**src/rtl/nonsynth_ethernet_rx_ctrl_if.sv**
```systemverilog
// Buffer-read, frame-status and output-stream bundle for the Ethernet RX sequencer.
// master = sequencer side; slave = receiver buffer + stream consumer side.
interface nonsynth_ethernet_rx_ctrl_if #(
  parameter int buf_size_p   = 1560,
  parameter int recv_width_p = 8
);
  localparam int addr_width_lp = $clog2(buf_size_p / recv_width_p);

  logic                     rx_full_i;
  logic [15:0]              rx_size_i;
  logic                     rd_v_o;
  logic [addr_width_lp-1:0] rd_addr_o;
  logic [63:0]              rd_data_i;
  logic                     clear_buffer_o;
  logic [63:0]              data_o;
  logic [7:0]               keep_o;
  logic                     last_o;
  logic                     v_o;
  logic                     ready_i;

  modport master (
    input  rx_full_i, rx_size_i, rd_data_i, ready_i,
    output rd_v_o, rd_addr_o, clear_buffer_o,
    output data_o, keep_o, last_o, v_o
  );

  modport slave (
    output rx_full_i, rx_size_i, rd_data_i, ready_i,
    input  rd_v_o, rd_addr_o, clear_buffer_o,
    input  data_o, keep_o, last_o, v_o
  );
endinterface

```
**src/rtl/nonsynth_ethernet_rx_ctrl.sv**
```systemverilog
// Ethernet RX sequencer: waits for a full frame in the word buffer, streams it
// out with keep/last, then pulses clear_buffer; illegal/disabled frames are dropped.
// Ports: clk_i, reset_i (sync, active high), enable_i, bus (master: rx status,
// buffer read, clear pulse, output stream), busy_o, frames_delivered_o, frames_dropped_o.
module nonsynth_ethernet_rx_ctrl #(
  parameter int recv_width_p = 8,
  parameter int buf_size_p   = 1560
) (
  input  logic        clk_i,
  input  logic        reset_i,
  input  logic        enable_i,
  nonsynth_ethernet_rx_ctrl_if.master bus,
  output logic        busy_o,
  output logic [31:0] frames_delivered_o,
  output logic [31:0] frames_dropped_o
);
  localparam int aw_lp = $clog2(buf_size_p / recv_width_p);

  typedef enum logic [2:0] {
    S_IDLE,
    S_READ,
    S_SEND,
    S_CLEAR,
    S_DRAIN
  } state_e;

  state_e           r_state;
  logic [15:0]      r_size;
  logic [aw_lp:0]   r_words;
  logic [aw_lp:0]   r_idx;
  logic             r_first;
  logic [63:0]      r_data;
  logic             r_rd_v;
  logic [aw_lp-1:0] r_rd_addr;
  logic             r_clear;
  logic             r_v;
  logic             r_last;
  logic [7:0]       r_keep;
  logic             r_busy;
  logic [31:0]      r_deliv;
  logic [31:0]      r_drop;

  logic             w_size_ok;
  logic [16:0]      w_words_ext;
  logic             w_last;
  logic [15:0]      w_rem;
  logic [8:0]       w_mask;
  logic [7:0]       w_keep;
  logic [aw_lp:0]   w_idx_nx;

  always_ff @(posedge clk_i) begin
    assert (recv_width_p == 8 && (buf_size_p % recv_width_p) == 0)
      else $error("unsupported recv_width_p/buf_size_p");
  end

  assign w_size_ok   = (bus.rx_size_i != 16'd0) &&
                       (bus.rx_size_i <= 16'(buf_size_p));
  assign w_words_ext = ({1'b0, bus.rx_size_i} + 17'd7) >> 3;
  assign w_last      = (r_idx == r_words - (aw_lp+1)'(1));
  assign w_rem       = r_size - 16'({r_idx, 3'b000});
  // rem is 1..8 on the last word; 8 must map to a full mask
  assign w_mask      = (9'd1 << w_rem[3:0]) - 9'd1;
  assign w_keep      = (w_rem >= 16'd8) ? 8'hFF : w_mask[7:0];
  assign w_idx_nx    = r_idx + (aw_lp+1)'(1);

  assign bus.rd_v_o         = r_rd_v;
  assign bus.rd_addr_o      = r_rd_addr;
  assign bus.clear_buffer_o = r_clear;
  // First SEND cycle forwards the buffer word; afterwards the captured copy
  // holds it stable under backpressure.
  assign bus.data_o         = r_first ? bus.rd_data_i : r_data;
  assign bus.keep_o         = r_keep;
  assign bus.last_o         = r_last;
  assign bus.v_o            = r_v;
  assign busy_o             = r_busy;
  assign frames_delivered_o = r_deliv;
  assign frames_dropped_o   = r_drop;

  always_ff @(posedge clk_i) begin
    if (reset_i) begin
      r_state   <= S_IDLE;
      r_size    <= '0;
      r_words   <= '0;
      r_idx     <= '0;
      r_first   <= 1'b0;
      r_data    <= '0;
      r_rd_v    <= 1'b0;
      r_rd_addr <= '0;
      r_clear   <= 1'b0;
      r_v       <= 1'b0;
      r_last    <= 1'b0;
      r_keep    <= '0;
      r_busy    <= 1'b0;
      r_deliv   <= '0;
      r_drop    <= '0;
    end else begin
      r_rd_v  <= 1'b0;
      r_clear <= 1'b0;
      r_first <= 1'b0;
      if (r_first)
        r_data <= bus.rd_data_i;

      unique case (r_state)
        S_IDLE: begin
          if (bus.rx_full_i) begin
            r_busy <= 1'b1;
            if (enable_i && w_size_ok) begin
              r_state   <= S_READ;
              r_size    <= bus.rx_size_i;
              r_words   <= w_words_ext[aw_lp:0];
              r_idx     <= '0;
              r_rd_v    <= 1'b1;
              r_rd_addr <= '0;
            end else begin
              r_state <= S_CLEAR;
              r_clear <= 1'b1;
              r_drop  <= r_drop + 32'd1;
            end
          end
        end
        S_READ: begin
          r_state <= S_SEND;
          r_v     <= 1'b1;
          r_first <= 1'b1;
          r_last  <= w_last;
          r_keep  <= w_last ? w_keep : 8'hFF;
        end
        S_SEND: begin
          if (bus.ready_i) begin
            r_v <= 1'b0;
            if (r_last) begin
              r_state <= S_CLEAR;
              r_clear <= 1'b1;
              r_deliv <= r_deliv + 32'd1;
            end else begin
              r_state   <= S_READ;
              r_idx     <= w_idx_nx;
              r_rd_v    <= 1'b1;
              r_rd_addr <= w_idx_nx[aw_lp-1:0];
            end
          end
        end
        S_CLEAR: begin
          r_state <= S_DRAIN;
        end
        S_DRAIN: begin
          // a stale rx_full must not restart the frame just cleared
          if (!bus.rx_full_i) begin
            r_state <= S_IDLE;
            r_busy  <= 1'b0;
          end
        end
        default: begin
          r_state <= S_IDLE;
          r_busy  <= 1'b0;
        end
      endcase
    end
  end
endmodule

```
**src/flat_wrapper.sv**
```systemverilog
// flat-port wrapper written by rule: the top's interface ports become plain ports
module nonsynth_ethernet_rx_ctrl_flat 
#(
  parameter int recv_width_p = 8,
  parameter int buf_size_p   = 1560
)
  (clk_i, reset_i, enable_i, busy_o, frames_delivered_o, frames_dropped_o, bus_rx_full_i, bus_rx_size_i, bus_rd_data_i, bus_ready_i, bus_rd_v_o, bus_rd_addr_o, bus_clear_buffer_o, bus_data_o, bus_keep_o, bus_last_o, bus_v_o);
  nonsynth_ethernet_rx_ctrl_if #(.buf_size_p(buf_size_p), .recv_width_p(recv_width_p)) bus_i ();
  input  logic clk_i;
  input  logic reset_i;
  input  logic enable_i;
  output logic busy_o;
  output logic [31:0] frames_delivered_o;
  output logic [31:0] frames_dropped_o;
  input wire logic [$bits(bus_i.rx_full_i)-1:0] bus_rx_full_i;
  input wire logic [$bits(bus_i.rx_size_i)-1:0] bus_rx_size_i;
  input wire logic [$bits(bus_i.rd_data_i)-1:0] bus_rd_data_i;
  input wire logic [$bits(bus_i.ready_i)-1:0] bus_ready_i;
  output wire logic [$bits(bus_i.rd_v_o)-1:0] bus_rd_v_o;
  output wire logic [$bits(bus_i.rd_addr_o)-1:0] bus_rd_addr_o;
  output wire logic [$bits(bus_i.clear_buffer_o)-1:0] bus_clear_buffer_o;
  output wire logic [$bits(bus_i.data_o)-1:0] bus_data_o;
  output wire logic [$bits(bus_i.keep_o)-1:0] bus_keep_o;
  output wire logic [$bits(bus_i.last_o)-1:0] bus_last_o;
  output wire logic [$bits(bus_i.v_o)-1:0] bus_v_o;
  assign bus_i.rx_full_i = bus_rx_full_i;
  assign bus_i.rx_size_i = bus_rx_size_i;
  assign bus_i.rd_data_i = bus_rd_data_i;
  assign bus_i.ready_i = bus_ready_i;
  assign bus_rd_v_o = bus_i.rd_v_o;
  assign bus_rd_addr_o = bus_i.rd_addr_o;
  assign bus_clear_buffer_o = bus_i.clear_buffer_o;
  assign bus_data_o = bus_i.data_o;
  assign bus_keep_o = bus_i.keep_o;
  assign bus_last_o = bus_i.last_o;
  assign bus_v_o = bus_i.v_o;
  nonsynth_ethernet_rx_ctrl #(.recv_width_p(recv_width_p), .buf_size_p(buf_size_p)) u_core (.clk_i(clk_i), .reset_i(reset_i), .enable_i(enable_i), .bus(bus_i), .busy_o(busy_o), .frames_delivered_o(frames_delivered_o), .frames_dropped_o(frames_dropped_o));
endmodule
```
**config.mk**
```make
export PLATFORM = sky130hd
export DESIGN_NAME = nonsynth_ethernet_rx_ctrl_flat
export DESIGN_NICKNAME = d
export VERILOG_FILES = /design/src/rtl/nonsynth_ethernet_rx_ctrl_if.sv /design/src/rtl/nonsynth_ethernet_rx_ctrl.sv /design/src/flat_wrapper.sv
export SDC_FILE = /design/constraint.sdc
export NUM_CORES = 1
export LEC_CHECK = 0
export CAP_MARGIN = 5
export CORE_MARGIN = 2
export CORE_UTILIZATION = 35
export CTS_CLUSTER_SIZE = 28
export DETAILED_ROUTE_END_ITERATION = 12
export HOLD_SLACK_MARGIN = 0.06
export PLACE_DENSITY = 0.58
export SLEW_MARGIN = 20
export SYNTH_ARGS = -nofsm -noshare
export SYNTH_HDL_FRONTEND = slang
export SYNTH_SLANG_ARGS = --single-unit
```
**constraint.sdc**
```tcl
create_clock -name clk_i -period 3.3 [get_ports clk_i]
set_input_delay 0.66 -clock clk_i [delete_from_list [all_inputs] [get_ports clk_i]]
set_output_delay 0.66 -clock clk_i [all_outputs]
set_load 0.1 [all_outputs]
```
==> Word-level counts from Yosys, hierarchy flattened <==
Index checks and enable logic that the tools add are counted.
{ "word_totals": {"reg_bits": 187, "input_bits": 85, "elab_cells": 86} }
{ "op_classes": {"shifts": 1, "addsub": 7, "bitwise_logic": 2, "magnitude_cmp": 2, "n_eq_ne": 10, "n_reduce_logical": 14, "mux": 35} }
{ "ops": {"columns": ["cell", "n"], "rows": [
  ["32-bit by 1-bit adder with 32-bit output (second input constant)", 2],
  ["64-bit two-way mux", 1],
  ["8-bit two-way mux", 6],
  ["9-bit two-way mux", 4],
  ["9-bit one-hot mux with 2 select lines", 1],
  ["16-bit by 4-bit greater-or-equal comparator with 1-bit output (second input constant)", 1],
  ["16-bit by 11-bit less-or-equal comparator with 1-bit output (second input constant)", 1],
  ["8-bit one-hot mux with 2 select lines", 1],
  ["16-bit nonzero test", 1],
  ["16-bit by 12-bit subtractor with 16-bit output", 1],
  ["3-bit one-hot mux with 5 select lines", 1],
  ["3-bit AND reduction", 5],
  ["12-bit by 3-bit adder with 12-bit output (second input constant)", 1],
  ["1-bit two-way mux", 12],
  ["9-bit by 1-bit adder with 9-bit output (second input constant)", 1],
  ["9-bit equality test", 1],
  ["3-bit two-way mux", 3],
  ["9-bit by 1-bit subtractor with 9-bit output (second input constant)", 1],
  ["2-bit inequality test (second input constant)", 4],
  ["1-bit by 4-bit left shift with 8-bit output (first input constant)", 1],
  ["8-bit by 1-bit subtractor with 8-bit output (second input constant)", 1],
  ["3-bit by 2-bit equality test with 1-bit output (second input constant)", 2],
  ["1-bit one-hot mux with 2 select lines", 3],
  ["5-bit AND reduction", 1],
  ["other kinds (11)", 15]
]} }

==> Longest topological paths before layout <==
{ "depth": {"ltp_word": 6, "ltp_mapped": 11} }

==> Worst setup path after synthesis <==
OpenSTA, ideal clock, no wires.
{ "synth_path": {"path_type": "register -> register", "from": "register u_core.r_drop[14] (netlist: u_core.frames_dropped_o[14])", "to": "register u_core.r_drop[31] (netlist: u_core.frames_dropped_o[31])", "n_path_buf": 0, "stages_incl_launch_ff": 8, "arrival_time_ns": 2.721, "setup_time_ns": 0.128, "slack_ns": 0.452, "synth_period_minus_slack_ns": 2.848, "t_required_ns": 3.172, "path_cell_list": "dfxtp_1 -> and4_1 -> nand4_1 -> nor4_1 -> nand4_1 -> nor4_2 -> xnor2_1 -> nor2_1"} }
{ "synth_via": {"elab_chain_cells": 1} }
{ "synth_rtl": {"columns": ["item", "line", "rtl"], "rows": [
  ["start: declaration", "nonsynth_ethernet_rx_ctrl.sv:41", "logic [31:0] r_drop;"],
  ["start signal: assignment", "nonsynth_ethernet_rx_ctrl.sv:117", "r_drop <= r_drop + 32'd1;"],
  ["32-bit by 1-bit adder with 32-bit output", "nonsynth_ethernet_rx_ctrl.sv:117", null]
]} }
No other way between the ends.
A chain may end at the register's enable or synchronous reset.

==> Worst setup path after layout <==
{ "layout_path": {"from": "register u_core.r_size[3]", "to": "register u_core.r_keep[3] (netlist: u_core.bus.keep_o[3])"} }
{ "layout_via": {"elab_chain_cells": 5, "word_cells_on_any_way": 6, "classes_between": "add/sub: 2; order compare: 1; shift: 1; mux: 2"} }
{ "layout_rtl": {"columns": ["item", "line", "rtl"], "rows": [
  ["start: declaration", "nonsynth_ethernet_rx_ctrl.sv:28", "logic [15:0] r_size;"],
  ["start signal: assignment", "nonsynth_ethernet_rx_ctrl.sv:109", "r_size <= bus.rx_size_i;"],
  ["16-bit by 12-bit subtractor with 16-bit output (*)", "nonsynth_ethernet_rx_ctrl.sv:60", "assign w_rem = r_size - 16'({r_idx, 3'b000});"],
  ["1-bit by 4-bit left shift with 8-bit output", "nonsynth_ethernet_rx_ctrl.sv:62", "assign w_mask = (9'd1 << w_rem[3:0]) - 9'd1;"],
  ["8-bit by 1-bit subtractor with 8-bit output", "nonsynth_ethernet_rx_ctrl.sv:62", null],
  ["8-bit two-way mux (*)", "nonsynth_ethernet_rx_ctrl.sv:63", "assign w_keep = (w_rem >= 16'd8) ? 8'hFF : w_mask[7:0];"],
  ["8-bit two-way mux (*)", "nonsynth_ethernet_rx_ctrl.sv:126", "r_keep <= w_last ? w_keep : 8'hFF;"],
  ["end signal: assignment", "nonsynth_ethernet_rx_ctrl.sv:126", null],
  ["end: declaration", "nonsynth_ethernet_rx_ctrl.sv:38", "logic [7:0] r_keep;"]
]} }
Mark *: on every way between the ends. The rest lies on a longest branch, timed or not.

==> flow_summary.json <==
{
  "status": "complete, no violations",
  "initial_core_util_pct": 35.3,
  "path_clk_slew_ns": 0.07,
  "cts_hold_buf": 0,
  "power.density_nw_per_um2": 478,
  "synth_seq_cells": 179,
  "synth_edf_count": 0,
  "cts_tree": "yes",
  "met2RoutedLength_mm": 10.2,
  "cts.sinks": 179,
  "relSlewSlack_pct": 47.6,
  "htreeDepth": 4,
  "grt_pass1_vias": 6638,
  "clkPwrFrac_pct": 38.6,
  "cp.arrival_ns": 3.12,
  "crit_chain": "inv_1, ha_1, fa_1, nand2_1, or4_4, a2111oi_2, o2111a_1, nand4b_1, nor4_4, buf_4, a211oi_1",
  "post-route-drc-count": 0,
  "final_layout_size_suffix_gt1_share_pct": 26.2,
  "critPathKind": "register to register",
  "layout_commonest_cell": "dfxtp_1",
  "n_fill_cell": 2338,
  "fin_crit_sh_pct": 86.4,
  "ys_seq_area_share_pct": 42.1,
  "max_stage_delay_ns": 0.49,
  "cts_setup_buffers": 0,
  "setup_tns_ns": 0,
  "drv_slew": 0,
  "fp.dieW_um": 160,
  "finalCriticalPeriod_ns": 2.85,
  "io_pins": 234,
  "die_y_um": 160,
  "drtIter0Drc": 316,
  "vias": 7007,
  "final_cell_mix": "dfxtp_1 (178), buf_4 (172), nor2_1 (114), clkdlybuf4s50_1 (83), nor2b_1 (70)",
  "p_int_mw": 3.70,
  "layout.cells.non_filler": 1470,
  "rsz0062_at_grt": "no",
  "max_freq_ghz": 0.351,
  "portBuffers": 233,
  "fin_skew_ns": 0.0125,
  "hold_class": "register to register",
  "synth_area_um2": 8500,
  "synth.distinct_cells": 75,
  "p_leak_nw": 4.63,
  "viasPerCell": 4.77,
  "grt_max_degree": 70,
  "grt_first_pass_wirelength_mm": 36.9,
  "path_max_fanout": 8,
  "ant_nets": 0,
  "hold_viol": 0,
  "syn2layout_area_growth_pct": 34.3,
  "cts.repair.resized": 0,
  "comb_power_share_pct": 20.3,
  "grt_usage_pct": 17.8,
  "antenna_found_initial": 0,
  "crit_slowest_cell": "fa_1",
  "crit_path_end_kind": "register",
  "syn_nets": 1008,
  "placed_cells": 1438,
  "finalSetupViolCount": 0,
  "pwr-share-seq_pct": 41.1,
  "die-area_um2": 25600,
  "postRouteWirelength_mm": 22.7,
  "firstDrtPassIters": 6,
  "rows": 57,
  "worst-path-buf-inv": 2,
  "worst_slew_pin_slew_ns": 0.786,
  "synth_ff_type": "dfxtp_1",
  "clockBufferDepth": 2,
  "synth-async-reset-ratio_pct": 0,
  "nets": 1233,
  "wire_per_inst_um": 15.5,
  "ys_warn_count": 0,
  "clockRootBuffer": "clkbuf_16",
  "r2r_setup_slack_ns": 0.45,
  "gr-total-overflow": 0,
  "p_switching_mw": 1.75,
  "gp_congestion": 0.796,
  "wirelength_met1_mm": 10.7,
  "netSwitchingFraction_pct": 32.1,
  "synthCells": 908,
  "critPathTopFamily": "simple AND/OR/NAND/NOR gates",
  "highest_layer": "met4",
  "hpwl_mm": 16.9,
  "crit_required_ns": 3.57,
  "drv_cap": 0,
  "clk_latency_ns": 0.42,
  "cts_buffers": 17,
  "startpoint_type": "register",
  "met3_length_mm": 1.63,
  "diodes": 0,
  "core_area_um2": 24100,
  "avgSynthCellArea_um2": 9.36,
  "ir_drop_v": 0.000300
}
-- synth_stat cells, drive strengths merged, types with 4 or more instances --
cell type    n  area (um^2)
a211oi      15          113
and3        14         87.6
nor2b       72          455
nand2b       6         37.5
buf         21          145
nor2       115          448
ha          14          175
clkbuf      31          148
nand4       14         87.6
xor2        38          333
a21oi       26          130
o211ai       5         42.5
and4         7         61.3
nand2       42          158
xnor2       40          350
or2          4         25.0
mux2        64          721
inv         29          109
o21a         4         30.0
mux2i       16          160
nor4        11          120
dfxtp      179         3580
o21ai       19         95.1
nor3        18         95.1
nand3       28          140
nand3b       6         45.0
and2        11         70.1
or3         17          111
-- tightest hold or removal path, cell delays in order, from the launching register on --
cell	delay, ns
dfxtp_1	0.32
nand2_1	0.05
a21oi_1	0.05
-- routing by layer --
layer | vias to the layer above | GRT usage (%)
li1 | 3572 | -
met1 | 3216 | 23.9
met2 | 204 | 28.4
met3 | 15 | 4.99
met4 | 0 | 4.26
met5 | - | 0
-- logic make-up after synthesis --
| group | Yosys count | synth area share (%) |
|---|---|---|
| AND/OR/NAND/NOR | 379 | 24.5 |
| buffers and inverters | 81 | 4.72 |
| flip-flops | 179 | 42.1 |
| adder cells (fa/ha/maj) | 15 | 2.30 |
| XOR/XNOR | 78 | 8.03 |
| AO/OA/AOI/OAI | 96 | 7.90 |
| multiplexers | 80 | 10.4 |
-- per-stage QoR --
| step | hold slack (ns) | area [um^2] | worst slack (ns) | total power, mW | util, % |
|---|---|---|---|---|---|
| after floorplan | 0.434 | 8500 | 0.452 | 3.11 | - |
| after global placement | 0.452 | 10800 | 0.255 | 3.40 | 44.8 |
| after detailed placement | 0.455 | 10800 | 0.215 | 3.40 | 44.8 |
| after CTS | 0.464 | 11400 | 0.441 | 5.53 | 47.4 |
| after global routing | 0.508 | 11400 | 0.308 | 5.67 | 47.4 |
| final | 0.466 | 11400 | 0.447 | 5.45 | 47.4 |
-- worst paths after layout --
kind,from,depth (start not counted),end
setup / recovery,u_core.r_size[3],11,u_core.bus.keep_o[3]
hold / removal,u_core.busy_o,2,u_core.busy_o
setup reg to reg,u_core.r_size[3],11,u_core.bus.keep_o[3]
hold reg to reg,u_core.busy_o,2,u_core.busy_o
-- sequential cells by signal (all words and copies together), names as in the netlist --
register / flops
u_core.bus.last_o: 1
u_core.r_data: 64
u_core.bus.keep_o: 8
u_core.r_words: 9
u_core.frames_dropped_o: 32
u_core.frames_delivered_o: 32
u_core.r_idx: 9
u_core.bus.clear_buffer_o: 1
u_core.busy_o: 1
u_core.r_state: 3
u_core.bus.v_o: 1
u_core.bus.rd_v_o: 1
u_core.r_first: 1
u_core.r_size: 16
-- power groups by stage --
stage          clock, mW  sequential [mW]  combinational (mW)
6_report            2.10             2.24                1.11
5_1_grt             2.27             2.25                1.16
4_1_cts             2.17             2.24                1.11
3_5_place_dp           0             2.29                1.11
3_3_place_gp           0             2.29                1.11
2_1_floorplan          0             2.41               0.699
-- cell type report --
type,instances,area [um^2],share of cell area (%)
inverters,29,109,0.953
flip-flops and latches,179,3580,31.4
repair buffers,258,2180,19.1
clock inverters,15,188,1.64
multi-input cells,648,4520,39.6
well taps,324,405,3.55
clock buffers,17,425,3.73
Power figures use the tool's default switching activity.
